$ cat config.mk
export PLATFORM = sky130hd
export DESIGN_NAME = display_timing_flat
export DESIGN_NICKNAME = d
export VERILOG_FILES = /design/src/rtl/display_timing_if.sv /design/src/rtl/display_timing.sv /design/src/flat_wrapper.sv
export SDC_FILE = /design/constraint.sdc
export NUM_CORES = 1
export LEC_CHECK = 0
export ABC_AREA = 1
export BUFFER_PORTS_ARGS = -buffer_cell sky130_fd_sc_hd__buf_2
export CAP_MARGIN = 30
export CORE_ASPECT_RATIO = 1.25
export CORE_UTILIZATION = 35
export CTS_CLUSTER_SIZE = 25
export DETAILED_ROUTE_END_ITERATION = 6
export GPL_TIMING_DRIVEN = 0
export PLACE_DENSITY = 0.63
export SETUP_SLACK_MARGIN = 0.5
export SLEW_MARGIN = 10
export SYNTH_ARGS = -nofsm -noshare
export SYNTH_HDL_FRONTEND = slang
export SYNTH_SLANG_ARGS = --single-unit
export TNS_END_PERCENT = 1
$ cat constraint.sdc
create_clock -name i_clk -period 2.3 [get_ports i_clk]
set_clock_uncertainty 0.15 [all_clocks]
set_input_delay 0.23 -clock i_clk [delete_from_list [all_inputs] [get_ports i_clk]]
set_output_delay 0.23 -clock i_clk [all_outputs]
set_load 0.005 [all_outputs]
$ cat src/rtl/display_timing_if.sv
// Raster timing bundle from the generator to pixel-side pattern/display blocks.
interface display_timing_if;
  logic signed [15:0] x;
  logic signed [15:0] y;
  logic               hsync;
  logic               vsync;
  logic               de;
  logic               frame;
  logic               line;

  modport master (output x, y, hsync, vsync, de, frame, line);
  modport slave  (input  x, y, hsync, vsync, de, frame, line);
endinterface

$ cat src/rtl/display_timing.sv
// Free-running raster timing generator with signed coordinates (negative in blanking).
// Optional macro DISPLAY_TIMING_PIPE_EN adds one register stage on hsync/vsync/de.
module display_timing #(
  parameter int H_RES  = 640,
  parameter int H_FP   = 16,
  parameter int H_SYNC = 96,
  parameter int H_BP   = 48,
  parameter int V_RES  = 480,
  parameter int V_FP   = 10,
  parameter int V_SYNC = 2,
  parameter int V_BP   = 33,
  parameter bit H_POL  = 1'b0,
  parameter bit V_POL  = 1'b0
) (
  input  logic               i_clk,
  input  logic               i_rst_n,
  display_timing_if.master   bus
);

  localparam int H_STA_I = -(H_FP + H_SYNC + H_BP);
  localparam int V_STA_I = -(V_FP + V_SYNC + V_BP);
  localparam int H_TOTAL = H_RES - H_STA_I;
  localparam int V_TOTAL = V_RES - V_STA_I;

  localparam logic signed [15:0] H_STA  = 16'(H_STA_I);
  localparam logic signed [15:0] V_STA  = 16'(V_STA_I);
  localparam logic signed [15:0] H_END  = 16'(H_RES - 1);
  localparam logic signed [15:0] V_END  = 16'(V_RES - 1);
  localparam logic signed [15:0] HS_BEG = 16'(H_STA_I + H_FP);
  localparam logic signed [15:0] HS_END = 16'(H_STA_I + H_FP + H_SYNC - 1);
  localparam logic signed [15:0] VS_BEG = 16'(V_STA_I + V_FP);
  localparam logic signed [15:0] VS_END = 16'(V_STA_I + V_FP + V_SYNC - 1);

  // Totals must fit the signed 16-bit counters.
  if (H_TOTAL > 32767 || V_TOTAL > 32767) begin : g_bad_totals
    $error("display_timing: H/V totals must not exceed 32767");
  end

  logic signed [15:0] x, y, x_nxt, y_nxt;
  logic hs_nxt, vs_nxt, de_nxt, frame_nxt, line_nxt;
  logic hs_r, vs_r, de_r, frame_r, line_r;

  // Decodes look at the next counter values so registered outputs stay aligned with x/y.
  always_comb begin
    x_nxt = x + 16'sd1;
    y_nxt = y;
    if (x == H_END) begin
      x_nxt = H_STA;
      y_nxt = (y == V_END) ? V_STA : y + 16'sd1;
    end
    hs_nxt    = (x_nxt >= HS_BEG && x_nxt <= HS_END) ? H_POL : ~H_POL;
    vs_nxt    = (y_nxt >= VS_BEG && y_nxt <= VS_END) ? V_POL : ~V_POL;
    de_nxt    = !x_nxt[15] && !y_nxt[15];
    frame_nxt = (x_nxt == H_STA) && (y_nxt == V_STA);
    line_nxt  = (x_nxt == H_STA);
  end

  always_ff @(posedge i_clk) begin
    if (!i_rst_n) begin
      x       <= H_STA;
      y       <= V_STA;
      hs_r    <= ~H_POL;
      vs_r    <= ~V_POL;
      de_r    <= 1'b0;
      frame_r <= 1'b0;
      line_r  <= 1'b0;
    end else begin
      x       <= x_nxt;
      y       <= y_nxt;
      hs_r    <= hs_nxt;
      vs_r    <= vs_nxt;
      de_r    <= de_nxt;
      frame_r <= frame_nxt;
      line_r  <= line_nxt;
    end
  end

  assign bus.x     = x;
  assign bus.y     = y;
  assign bus.frame = frame_r;
  assign bus.line  = line_r;

`ifdef DISPLAY_TIMING_PIPE_EN
  logic hs_q, vs_q, de_q;

  // Extra stage lines sync/de up with one registered colour stage downstream.
  always_ff @(posedge i_clk) begin
    if (!i_rst_n) begin
      hs_q <= ~H_POL;
      vs_q <= ~V_POL;
      de_q <= 1'b0;
    end else begin
      hs_q <= hs_r;
      vs_q <= vs_r;
      de_q <= de_r;
    end
  end

  assign bus.hsync = hs_q;
  assign bus.vsync = vs_q;
  assign bus.de    = de_q;
`else
  assign bus.hsync = hs_r;
  assign bus.vsync = vs_r;
  assign bus.de    = de_r;
`endif

endmodule

$ cat src/flat_wrapper.sv
// flat-port wrapper written by rule: the top's interface ports become plain ports
module display_timing_flat 
#(
  parameter int H_RES  = 640,
  parameter int H_FP   = 16,
  parameter int H_SYNC = 96,
  parameter int H_BP   = 48,
  parameter int V_RES  = 480,
  parameter int V_FP   = 10,
  parameter int V_SYNC = 2,
  parameter int V_BP   = 33,
  parameter bit H_POL  = 1'b0,
  parameter bit V_POL  = 1'b0
)
  (i_clk, i_rst_n, bus_x, bus_y, bus_hsync, bus_vsync, bus_de, bus_frame, bus_line);
  display_timing_if bus_i ();
  input  logic i_clk;
  input  logic i_rst_n;
  output wire logic [$bits(bus_i.x)-1:0] bus_x;
  output wire logic [$bits(bus_i.y)-1:0] bus_y;
  output wire logic [$bits(bus_i.hsync)-1:0] bus_hsync;
  output wire logic [$bits(bus_i.vsync)-1:0] bus_vsync;
  output wire logic [$bits(bus_i.de)-1:0] bus_de;
  output wire logic [$bits(bus_i.frame)-1:0] bus_frame;
  output wire logic [$bits(bus_i.line)-1:0] bus_line;
  assign bus_x = bus_i.x;
  assign bus_y = bus_i.y;
  assign bus_hsync = bus_i.hsync;
  assign bus_vsync = bus_i.vsync;
  assign bus_de = bus_i.de;
  assign bus_frame = bus_i.frame;
  assign bus_line = bus_i.line;
  display_timing #(.H_RES(H_RES), .H_FP(H_FP), .H_SYNC(H_SYNC), .H_BP(H_BP), .V_RES(V_RES), .V_FP(V_FP), .V_SYNC(V_SYNC), .V_BP(V_BP), .H_POL(H_POL), .V_POL(V_POL)) u_core (.i_clk(i_clk), .i_rst_n(i_rst_n), .bus(bus_i));
endmodule
==> impl_metrics.csv, run 1 <==
group,metric,value,unit
finish,fin_nets,510,
route,drt_wl_total,7.76,mm
setup_path,critPathArrivalTime,2.10,ns
synthesis,syn_area,2600,µm²
finish,utilization,48.2,%
synthesis,synth_cell_types,30,
synthesis,synth_top_area_share,28.5,%
synthesis,yosysTopAreaCell,"dfxtp_1",
finish,final_layout_size_suffix_gt1_share,29.9,%
die,die_w,79.1,µm
global_route,track_usage,20.3,%
power_and_ir_drop,internal_power,0.979,mW
route,drt_pass1_iterations,4,
global_route,grt_pass1_vias,2692,
hold_path,hp-class,"primary input to flip-flop",
synthesis,ys_ff_latch,37,
setup_path,rr_endpoint,"u_core.bus.vsync$_SDFF_PN1_",
setup_path,worstRegToRegCells,11,
setup_path,path_common_cell,"nand2_1",
clocking,cts_tree,"built",
setup_path,worst-path-buf-inv,1,
route,drc,0,
global_route,grt-ovfl-total,0,
route,ant_nets,0,
finish,diodes,0,
route,post_drt_wl_per_cell,13.0,µm
setup_path,r2r_start,"u_core.bus.x[0]$_SDFF_PN0_",
synthesis,yosysWarnings,0,
route,via_per_inst,5.01,
finish,fill_cells,753,
synthesis,syn_nets,441,
clocking,root_buffer,"clkbuf_8",
route,vias,2983,
synthesis,synth_seq_area_share,28.5,%
hold_path,hold_path_startpoint,"i_rst_n",
die,rows,34,
power_and_ir_drop,ir_drop,0.182,mV
sta,hold_viol,0,
sta,worstMarginPinSlew,0.559,ns
clocking,cts.hold.buffers_added,0,
placement,finalWeightedCongestion,0.871,
power_and_ir_drop,p_seq_share,50.5,%
die,start_util,36.9,%
sta,post-route-period-util,89.0,%
die,die_y,98.4,µm
run,maxCapViolCount,0,
setup_path,r2r_slack,0.25,ns
power_and_ir_drop,p_per_area,377,nW/µm²
synthesis,synthTopCellsByArea,"dfxtp_1 28%, nand2_1 20%, nand3_1 10%, nor2_1 10%, inv_1 7.1%",
sta,min_period,2.05,ns
sta,drv_slew,0,
setup_path,crit_fanout,8,
clocking,numCtsBuffers,5,
hold_path,holdPathStages,2,
clocking,htreeDepth,2,
global_route,grt_max_degree,13,
sta,rsz0062_at_grt,"true",
die,core_area,7060,µm²
sta,max_freq,488,MHz
placement,numPortBuffers,38,
setup_path,crit_family,"simple AND/OR/NAND/NOR gates",
global_route,grt_pass1_wl,12.5,mm
power_and_ir_drop,p_sw_share,23.7,%
setup_path,path_depth,11,
synthesis,syn_avg_cell_area,5.98,µm²
outcome,outcome,"finished, final reports clean",
sta,relSlewSlack,62.4,%
sta,fin_tns_setup,0,ns
power_and_ir_drop,p_comb_share,3.4,%
clocking,clkSlewWorstSetupHoldPaths,0.09,ns
setup_path,start_kind,"flip-flop",
power_and_ir_drop,power_switching,0.304,mW
die,io_pins,39,
hold_path,hold_path_end,"u_core.bus.y[15]$_SDFF_PN1_",
clocking,clk_path_buf_depth,2,
clocking,insertion_delay,0.30,ns
sta,setup_viol,0,
global_route,grt_antenna_before_repair,0,
die,dieArea,7790,µm²
setup_path,slowest_delay,0.37,ns
route,dr.first_iter.drc_count,138,
power_and_ir_drop,p_clk_share,46.0,%
setup_path,cp_slowest_cell,"dfxtp_4",
clocking,cts_sinks,37,
placement,hpwlAfterDp,5.61,mm
setup_path,critical_path_class,"flip-flop to flip-flop",
setup_path,required,2.36,ns
setup_path,crit_chain,"ha_4 -> nand3_4 -> nor3_4 -> buf_6 -> nand4_1 -> nand3_2 -> nand2_2 -> nor2_4 -> nand2_1 -> nor2_1 -> nand2_1",
synthesis,syn_inst,435,
setup_path,end_kind,"flip-flop",
power_and_ir_drop,p_leak,1.86,nW
finish,area_delta_synth_final,30.8,%
==> final cells by class <==
| class | count | area (µm²) | area share, % |
|---|---|---|---|
| multi-input combinational | 331 | 1740 | 51.0 |
| sequential | 37 | 774 | 22.8 |
| timing repair buffer | 62 | 365 | 10.7 |
| inverter | 58 | 218 | 6.40 |
| tap | 90 | 113 | 3.31 |
| buffer | 9 | 86.3 | 2.54 |
| clock buffer | 5 | 68.8 | 2.02 |
| clock inverter | 3 | 41.3 | 1.21 |
==> sequential cells by signal, indices dropped and copies added, names as in the netlist <==
| signal | flops |
|---|---|
| u_core.bus.de | 1 |
| u_core.bus.line | 1 |
| u_core.bus.hsync | 1 |
| u_core.bus.frame | 1 |
| u_core.bus.vsync | 1 |
| u_core.bus.x | 16 |
| u_core.bus.y | 16 |
==> timing repair <==
action / 4_1_cts / 5_1_grt
endpoints found under the setup margin: 12 / 18
buffers inserted: 15 / 8
resized for setup: 26 / 31
pin swaps: 17 / 9
cloned: 1 / 0
==> synth_stat cells <==
library cell	n
buf_6	5
nor3_1	8
nor3_4	1
a21oi_1	1
inv_1	49
o21ai_1	2
o21ai_0	4
nor2_2	4
xor2_1	2
nor2_8	1
nand2_1	139
nand4_1	21
clkinv_1	2
nor2_1	70
ha_1	4
nand2_2	6
nand3_1	53
inv_2	7
nor3_2	1
nand3_2	3
buf_4	1
o21ai_2	1
o22ai_1	1
nand3_4	1
nor2_4	3
nand4_2	1
nand3b_1	2
dfxtp_1	37
clkbuf_1	3
or2_2	2
==> layout by cell type (no fill, tap or decap), types with 2 or more instances in the layout <==
cell,instances
dfxtp_4,5
buf_6,4
buf_2,39
nand2_1,134
nor2_2,10
nand4_1,21
ha_1,2
buf_4,22
nand3_1,44
buf_8,2
inv_1,48
dfxtp_1,20
ha_4,2
inv_2,8
nand3_4,4
nand2_2,10
o21ai_0,4
xor2_1,2
or2_2,2
nand3_2,9
nor2_1,60
nor3_1,8
nor2_4,7
clkinv_1,3
nand3b_1,2
clkbuf_1,3
dfxtp_2,12
o21ai_2,2
clkbuf_8,5
==> per-stage QoR <==
| stage | total power, mW | cell area, µm² | worst slack, ns | instances | hold WS (ns) |
|---|---|---|---|---|---|
| after global routing | 1.34 | 3400 | 0.139 | 595 | 0.0829 |
| after CTS | 1.29 | 3250 | 0.232 | 587 | 0.0727 |
| after detailed placement | 0.703 | 2930 | 0.0368 | 563 | 0.328 |
| after floorplan | 0.687 | 2620 | 0.431 | 435 | 0.169 |
| after global placement | 0.703 | 2930 | 0.0700 | 563 | 0.327 |
| final | 1.28 | 3400 | 0.252 | 595 | 0.0759 |
==> power by group through the flow <==
stage | Clock [mW] | Sequential (mW) | Combinational (mW)
floorplan | 0 | 0.669 | 0.0180
global placement | 0 | 0.670 | 0.0331
detailed placement | 0 | 0.670 | 0.0331
CTS | 0.598 | 0.651 | 0.0427
global route | 0.638 | 0.649 | 0.0484
finish | 0.590 | 0.648 | 0.0436
==> metal layers <==
metal  routed length (µm)  track usage, %  vias up
met5                    0               0        -
met1                 3290            24.3     1386
met2                 4090            36.1       62
met3                  304            3.52        8
met4                   72            6.43        0
li1                     -               -     1527
==> kinds of logic (layout without fill, tap and decap cells) <==
| logic type | Yosys count | count (layout) | share of synthesized area (%) |
|---|---|---|---|
| XOR/XNOR | 2 | 2 | 0.673 |
| flip-flops | 37 | 37 | 28.5 |
| AO/OA/AOI/OAI | 9 | 9 | 1.92 |
| adder cells (fa/ha/maj) | 4 | 4 | 1.92 |
| buffers and inverters | 67 | 137 | 11.3 |
| AND/OR/NAND/NOR | 316 | 316 | 55.8 |
==> worst reg2reg max path, stage by stage, from the launching register on <==
cell,delay [ns]
dfxtp_4,0.37
ha_4,0.16
nand3_4,0.09
nor3_4,0.30
buf_6,0.19
nand4_1,0.15
nand3_2,0.12
nand2_2,0.07
nor2_4,0.13
nand2_1,0.07
nor2_1,0.10
nand2_1,0.06
==> worst max-delay path by stage <==
stage | start | end | slack (ns)
floorplan | u_core.bus.x[0]$_SDFF_PN0_ | u_core.bus.vsync$_SDFF_PN1_ | 0.43
global placement | u_core.bus.y[0]$_SDFF_PN1_ | u_core.bus.vsync$_SDFF_PN1_ | 0.07
detailed placement | u_core.bus.y[1]$_SDFF_PN1_ | u_core.bus.vsync$_SDFF_PN1_ | 0.04
CTS | u_core.bus.x[1]$_SDFF_PN0_ | u_core.bus.vsync$_SDFF_PN1_ | 0.23
global route | u_core.bus.x[0]$_SDFF_PN0_ | u_core.bus.vsync$_SDFF_PN1_ | 0.14
finish | u_core.bus.x[0]$_SDFF_PN0_ | u_core.bus.vsync$_SDFF_PN1_ | 0.25
(Power assumes the default switching activity.)
==> inputs of run 2 (changes only) <==
- ABC_AREA: 1 -> unset
- PLACE_DENSITY: 0.63 -> 0.64
==> impl_metrics.csv, run 2 <==
group,metric,value,unit
route,drt_wl_total,6.65,mm
clocking,cts.hold.buffers_added,0,
die,start_util,36.2,%
power_and_ir_drop,ir_drop,0.211,mV
synthesis,ys_ff_latch,37,
finish,diodes,0,
finish,area_delta_synth_final,34.6,%
die,die_w,71.4,µm
synthesis,synth_edf_count,0,
synthesis,syn_nets,280,
global_route,grt_pass1_vias,2255,
sta,hold_viol,0,
route,vias,2367,
finish,fin_nets,337,
clocking,root_buffer,"clkbuf_8",
finish,largestRegisters,"u_core.bus.x: 16 flops, u_core.bus.y: 16 flops",
finish,final_cell_mix,"38 x buf_2, 32 x nand2_1, 22 x nor2_1, 22 x dfxtp_1",
sta,worstMarginPinSlew,0.553,ns
sta,relSlewSlack,62.8,%
synthesis,syn_area,2110,µm²
sta,fin_tns_setup,-2.70,ns
power_and_ir_drop,power_switching,0.281,mW
synthesis,synthTopCellsByArea,"dfxtp_1 35%, nand2_1 6.2%, nor2_1 4.5%, nand3_1 4.0%, o21ai_0 4.0%",
run,maxCapViolCount,0,
power_and_ir_drop,p_clk_share,40.0,%
die,core_area,5820,µm²
synthesis,synth_cell_types,50,
clocking,htreeDepth,2,
hold_path,hp-class,"primary input to flip-flop",
clocking,numCtsBuffers,5,
global_route,grt-ovfl-total,0,
global_route,grt_max_degree,13,
setup_path,end_kind,"flip-flop",
clocking,cts_tree,"built",
setup_path,critical_path_class,"flip-flop to flip-flop",
power_and_ir_drop,p_sw_share,24.5,%
clocking,clkSlewWorstSetupHoldPaths,0.08,ns
sta,holdWs,0.115,ns
setup_path,required,2.31,ns
route,post_drt_wl_per_cell,16.7,µm
power_and_ir_drop,p_seq_share,56.7,%
sta,setup_viol,8,
clocking,clk_path_buf_depth,2,
die,io_pins,39,
route,via_per_inst,5.95,
synthesis,yosysMostFrequentCell,"dfxtp_1",
power_and_ir_drop,p_comb_share,3.3,%
die,dieArea,6340,µm²
finish,layout_commonest_cell,"buf_2",
synthesis,syn_avg_cell_area,7.69,µm²
global_route,grt_antenna_before_repair,0,
power_and_ir_drop,p_per_area,406,nW/µm²
synthesis,synth_seq_area_share,35.2,%
global_route,grt_pass1_wl,10.6,mm
route,ant_nets,0,
sta,max_freq,327,MHz
route,dr.first_iter.drc_count,122,
route,drt_pass1_iterations,7,
synthesis,synth_top_area_share,35.2,%
die,rows,31,
setup_path,crit_fanout,5,
synthesis,synthArstFlopShare,0,%
placement,numPortBuffers,38,
clocking,insertion_delay,0.30,ns
die,die_y,88.7,µm
synthesis,yosysWarnings,0,
placement,finalWeightedCongestion,0.860,
route,drc,4,
setup_path,start_kind,"flip-flop",
finish,fill_cells,584,
setup_path,critPathArrivalTime,3.08,ns
synthesis,synth_top_flop_cell,"dfxtp_1",
sta,min_period,3.06,ns
synthesis,synth_commonest_cells,"37 x dfxtp_1, 35 x nand2_1, 25 x nor2_1, 17 x nand3_1, 17 x o21ai_0",
sta,post-route-period-util,133,%
clocking,cts_sinks,37,
sta,fin_ws,-0.762,ns
power_and_ir_drop,p_leak,1.18,nW
sta,drv_slew,0,
outcome,violations,"design-rule violations, negative setup slack",
power_and_ir_drop,internal_power,0.869,mW
sta,rsz0062_at_grt,"true",
outcome,outcome,"finished with violations",
synthesis,yosysTopAreaCell,"dfxtp_1",
global_route,track_usage,21.6,%
finish,final_layout_size_suffix_gt1_share,37.0,%
placement,hpwlAfterDp,4.41,mm
synthesis,syn_inst,274,
## run 2: cell types whose count changed after synthesis, moves of 7 or more
cell / delta
nand2_1: -104
nor2_1: -45
inv_1: -40
nand3_1: -36
a21oi_1: +14
o21ai_0: +13
nand4_1: -12
and3_1: +8
clkbuf_1: +7
inv_2: -7
## run 2: path summary, 6_finish.rpt
path,from,end,slack (ns),cells after the start
worst max register to register,u_core.bus.x[11]$_SDFF_PN1_,u_core.bus.vsync$_SDFF_PN1_,-0.76,8
worst min-delay path,i_rst_n,u_core.bus.y[2]$_SDFF_PN0_,0.12,2
worst min register to register,u_core.bus.x[0]$_SDFF_PN0_,u_core.bus.x[0]$_SDFF_PN0_,0.33,1
worst max-delay path,u_core.bus.x[11]$_SDFF_PN1_,u_core.bus.vsync$_SDFF_PN1_,-0.76,8
## run 2: metal layers
layer  share of wire (%)  vias up  global-route usage (%)
li1                    -     1120                       -
met1                  41     1126                    25.0
met2                  50       93                    37.7
met3                 5.4       28                    3.87
met4                 3.5        0                    12.0
met5                   0        -                       0
## run 2: final cells by class
cell class,instances,area (µm²),area share (%)
inverter,9,33.8,1.19
buffer,11,82.6,2.91
clock buffer,5,68.8,2.43
sequential,37,769,27.1
clock inverter,3,17.5,0.618
multi-input combinational,217,1490,52.6
tap,66,82.6,2.91
timing repair buffer,50,288,10.2
## run 2: per-stage QoR
stage | total power, mW | util (%) | instance area [µm²] | setup slack, ns | std cells
3_5_place_dp | 0.702 | 41.3 | 2400 | -1.11 | 378
5_1_grt | 1.20 | 48.7 | 2840 | -0.887 | 398
6_report | 1.15 | 48.7 | 2840 | -0.762 | 398
2_1_floorplan | 0.686 | - | 2130 | -0.589 | 274
4_1_cts | 1.16 | 47.2 | 2740 | -0.808 | 398
3_3_place_gp | 0.701 | 41.3 | 2400 | -1.11 | 378
## run 2: timing repair
| action | CTS | global route |
|---|---|---|
| resized for setup | 50 | 27 |
| setup endpoints to repair | 33 | 34 |
| pin swaps | 13 | 7 |
| setup buffers | 12 | 0 |
## run 2: worst max-delay path, stage by stage (launching register included)
cell,delay [ns]
dfxtp_4,0.35
or4_4,0.54
or4_4,0.43
buf_6,0.15
nor2_2,0.27
o21ai_2,0.18
o31ai_2,0.27
nand2_1,0.07
or4_1,0.53
## run 2: logic make-up (layout without fill, tap and decap cells)
logic type / Yosys count / in the layout / share of synthesized area (%)
simple gates: 142 / 142 / 36.4
compound gates: 61 / 61 / 18.1
flops: 37 / 37 / 35.2
buf+inv: 20 / 78 / 3.62
xor+xnor: 7 / 7 / 2.91
fa+ha+maj: 4 / 4 / 2.38
mux: 3 / 3 / 1.48
## run 2: power by group through the flow
stage | Combinational (mW) | Sequential [mW] | Clock [mW]
after floorplan | 0.0188 | 0.667 | 0
after global placement | 0.0337 | 0.668 | 0
after detailed placement | 0.0342 | 0.668 | 0
after CTS | 0.0360 | 0.653 | 0.468
after global routing | 0.0414 | 0.653 | 0.501
final | 0.0374 | 0.652 | 0.460
==> inputs of run 3 (changes only) <==
- CORE_MARGIN: unset -> 5
==> impl_metrics.csv, run 3 (synthesis results as in run 2) <==
group,metric,value,unit
global_route,grt_pass1_wl,10.8,mm
die,io_pins,39,
power_and_ir_drop,power_switching,0.271,mW
hold_path,hp-class,"primary input to flip-flop",
sta,max_freq,316,MHz
global_route,grt_max_degree,13,
power_and_ir_drop,p_leak,1.17,nW
sta,rsz0062_at_grt,"true",
die,start_util,36.2,%
power_and_ir_drop,internal_power,1.09,mW
placement,place_area,2400,µm²
finish,fin_nets,332,
power_and_ir_drop,power,1.36,mW
power_and_ir_drop,ir_drop,0.206,mV
route,vias,2328,
global_route,grt_antenna_before_repair,0,
setup_path,required,2.31,ns
power_and_ir_drop,p_seq_share,47.9,%
finish,diodes,0,
sta,drv_slew,0,
power_and_ir_drop,p_sw_share,19.9,%
die,rows,31,
sta,hold_viol,0,
clocking,cts_sinks,37,
clocking,htreeDepth,2,
route,via_per_inst,5.92,
finish,layout_commonest_cell,"buf_2",
route,drt_wl_total,6.51,mm
sta,holdWs,0.128,ns
finish,final_cell_mix,"39 x buf_2, 33 x nand2_1, 28 x dfxtp_1",
route,post_drt_wl_per_cell,16.6,µm
sta,min_period,3.17,ns
finish,largestRegisters,"u_core.bus.x: 16 flops, u_core.bus.y: 16 flops",
setup_path,start_kind,"flip-flop",
power_and_ir_drop,p_per_area,493,nW/µm²
sta,post-route-period-util,138,%
route,drt_pass1_iterations,4,
die,dieArea,7680,µm²
setup_path,end_kind,"flip-flop",
setup_path,crit_fanout,8,
sta,setup_viol,11,
clocking,clkSlewWorstSetupHoldPaths,0.08,ns
placement,hpwlAfterDp,4.57,mm
placement,finalWeightedCongestion,0.890,
sta,worstMarginPinSlew,0.664,ns
setup_path,critPathArrivalTime,3.17,ns
clocking,root_buffer,"clkbuf_8",
global_route,grt_pass1_vias,2245,
finish,design_area,2760,µm²
die,die_y,96.7,µm
power_and_ir_drop,p_clk_share,49.4,%
sta,fin_ws,-0.866,ns
outcome,violations,"negative setup slack",
global_route,grt-ovfl-total,0,
die,core_area,5820,µm²
clocking,cts_tree,"built",
outcome,outcome,"finished with violations",
clocking,clk_path_buf_depth,2,
route,ant_nets,0,
clocking,numCtsBuffers,5,
power_and_ir_drop,p_comb_share,2.7,%
route,drc,0,
placement,numPortBuffers,38,
route,dr.first_iter.drc_count,142,
finish,final_layout_size_suffix_gt1_share,31.8,%
run,maxCapViolCount,0,
die,die_w,79.4,µm
global_route,track_usage,17.3,%
setup_path,critical_path_class,"flip-flop to flip-flop",
clocking,insertion_delay,0.29,ns
finish,area_delta_synth_final,31.0,%
sta,relSlewSlack,55.3,%
## run 3: changes by cell type in the layout (fill, tap and decap cells not counted), moves of 2 or more
cell and delta:
nor4_2 -3, dfxtp_4 -2, buf_6 -3, buf_4 -3, dfxtp_2 -4, o21ai_0 +2
bufinv_16 +2, dfxtp_1 +6, nor4_1 +3, o21ai_1 -3, a2111oi_2 -2
## run 3: routing by layer
layer / up-vias / global-route usage, % / part of all wire (%)
li1: 1109 / - / -
met3: 23 / 4.09 / 6.0
met4: 0 / 8.20 / 3.9
met5: - / 0 / 0
met2: 92 / 28.3 / 49
met1: 1104 / 21.0 / 41
## run 3: metrics by stage
stage / worst slack [ns] / utilization (%) / TNS, ns / std cells
5_1_grt: -0.996 / 47.4 / -4.67 / 393
3_5_place_dp: -1.10 / 41.3 / -5.55 / 378
4_1_cts: -0.830 / 45.7 / -3.51 / 391
2_1_floorplan: -0.589 / - / -1.88 / 274
3_3_place_gp: -1.11 / 41.3 / -5.38 / 378
6_report: -0.866 / 47.4 / -3.40 / 393
## run 3: worst max-delay path: stages (launching register included)
cell,delay (ns)
dfxtp_4,0.37
or4_4,0.54
or4_4,0.49
buf_6,0.15
nor4_4,0.14
o21ai_2,0.09
a2111oi_4,0.35
nand4b_1,0.18
or4_1,0.57
## run 3: area by class of cell
| cell class | count | area (µm²) |
|---|---|---|
| Clock buffer | 5 | 68.8 |
| Multi-Input combinational cell | 217 | 1430 |
| Clock inverter | 3 | 65.1 |
| Buffer | 11 | 76.3 |
| Sequential cell | 37 | 757 |
| Fill cell | 601 | 3060 |
| Tap cell | 66 | 82.6 |
| Timing Repair Buffer | 45 | 243 |
| Inverter | 9 | 33.8 |
## run 3: final timing paths
path | start | to | cells after the start | slack (ns)
min | i_rst_n | u_core.bus.y[2]$_SDFF_PN0_ | 2 | 0.13
max reg2reg | u_core.bus.x[13]$_SDFF_PN1_ | u_core.bus.vsync$_SDFF_PN1_ | 8 | -0.87
max | u_core.bus.x[13]$_SDFF_PN1_ | u_core.bus.vsync$_SDFF_PN1_ | 8 | -0.87
min reg2reg | u_core.bus.x[0]$_SDFF_PN0_ | u_core.bus.x[0]$_SDFF_PN0_ | 1 | 0.35
## run 3: power groups by stage
stage,Combinational [mW],Clock (mW),Sequential (mW)
2_1_floorplan,0.0188,0,0.667
3_3_place_gp,0.0341,0,0.668
3_5_place_dp,0.0341,0,0.668
4_1_cts,0.0359,0.690,0.655
5_1_grt,0.0400,0.718,0.653
6_report,0.0363,0.673,0.652
## run 3: what timing repair did
item                                    4_1_cts  5_1_grt
pin swaps                                     5        9
endpoints found under the setup margin       33       34
gates cloned                                  0        0
resized for setup                            26       28
hold buffers                                  0        0
buffers inserted                              5        2
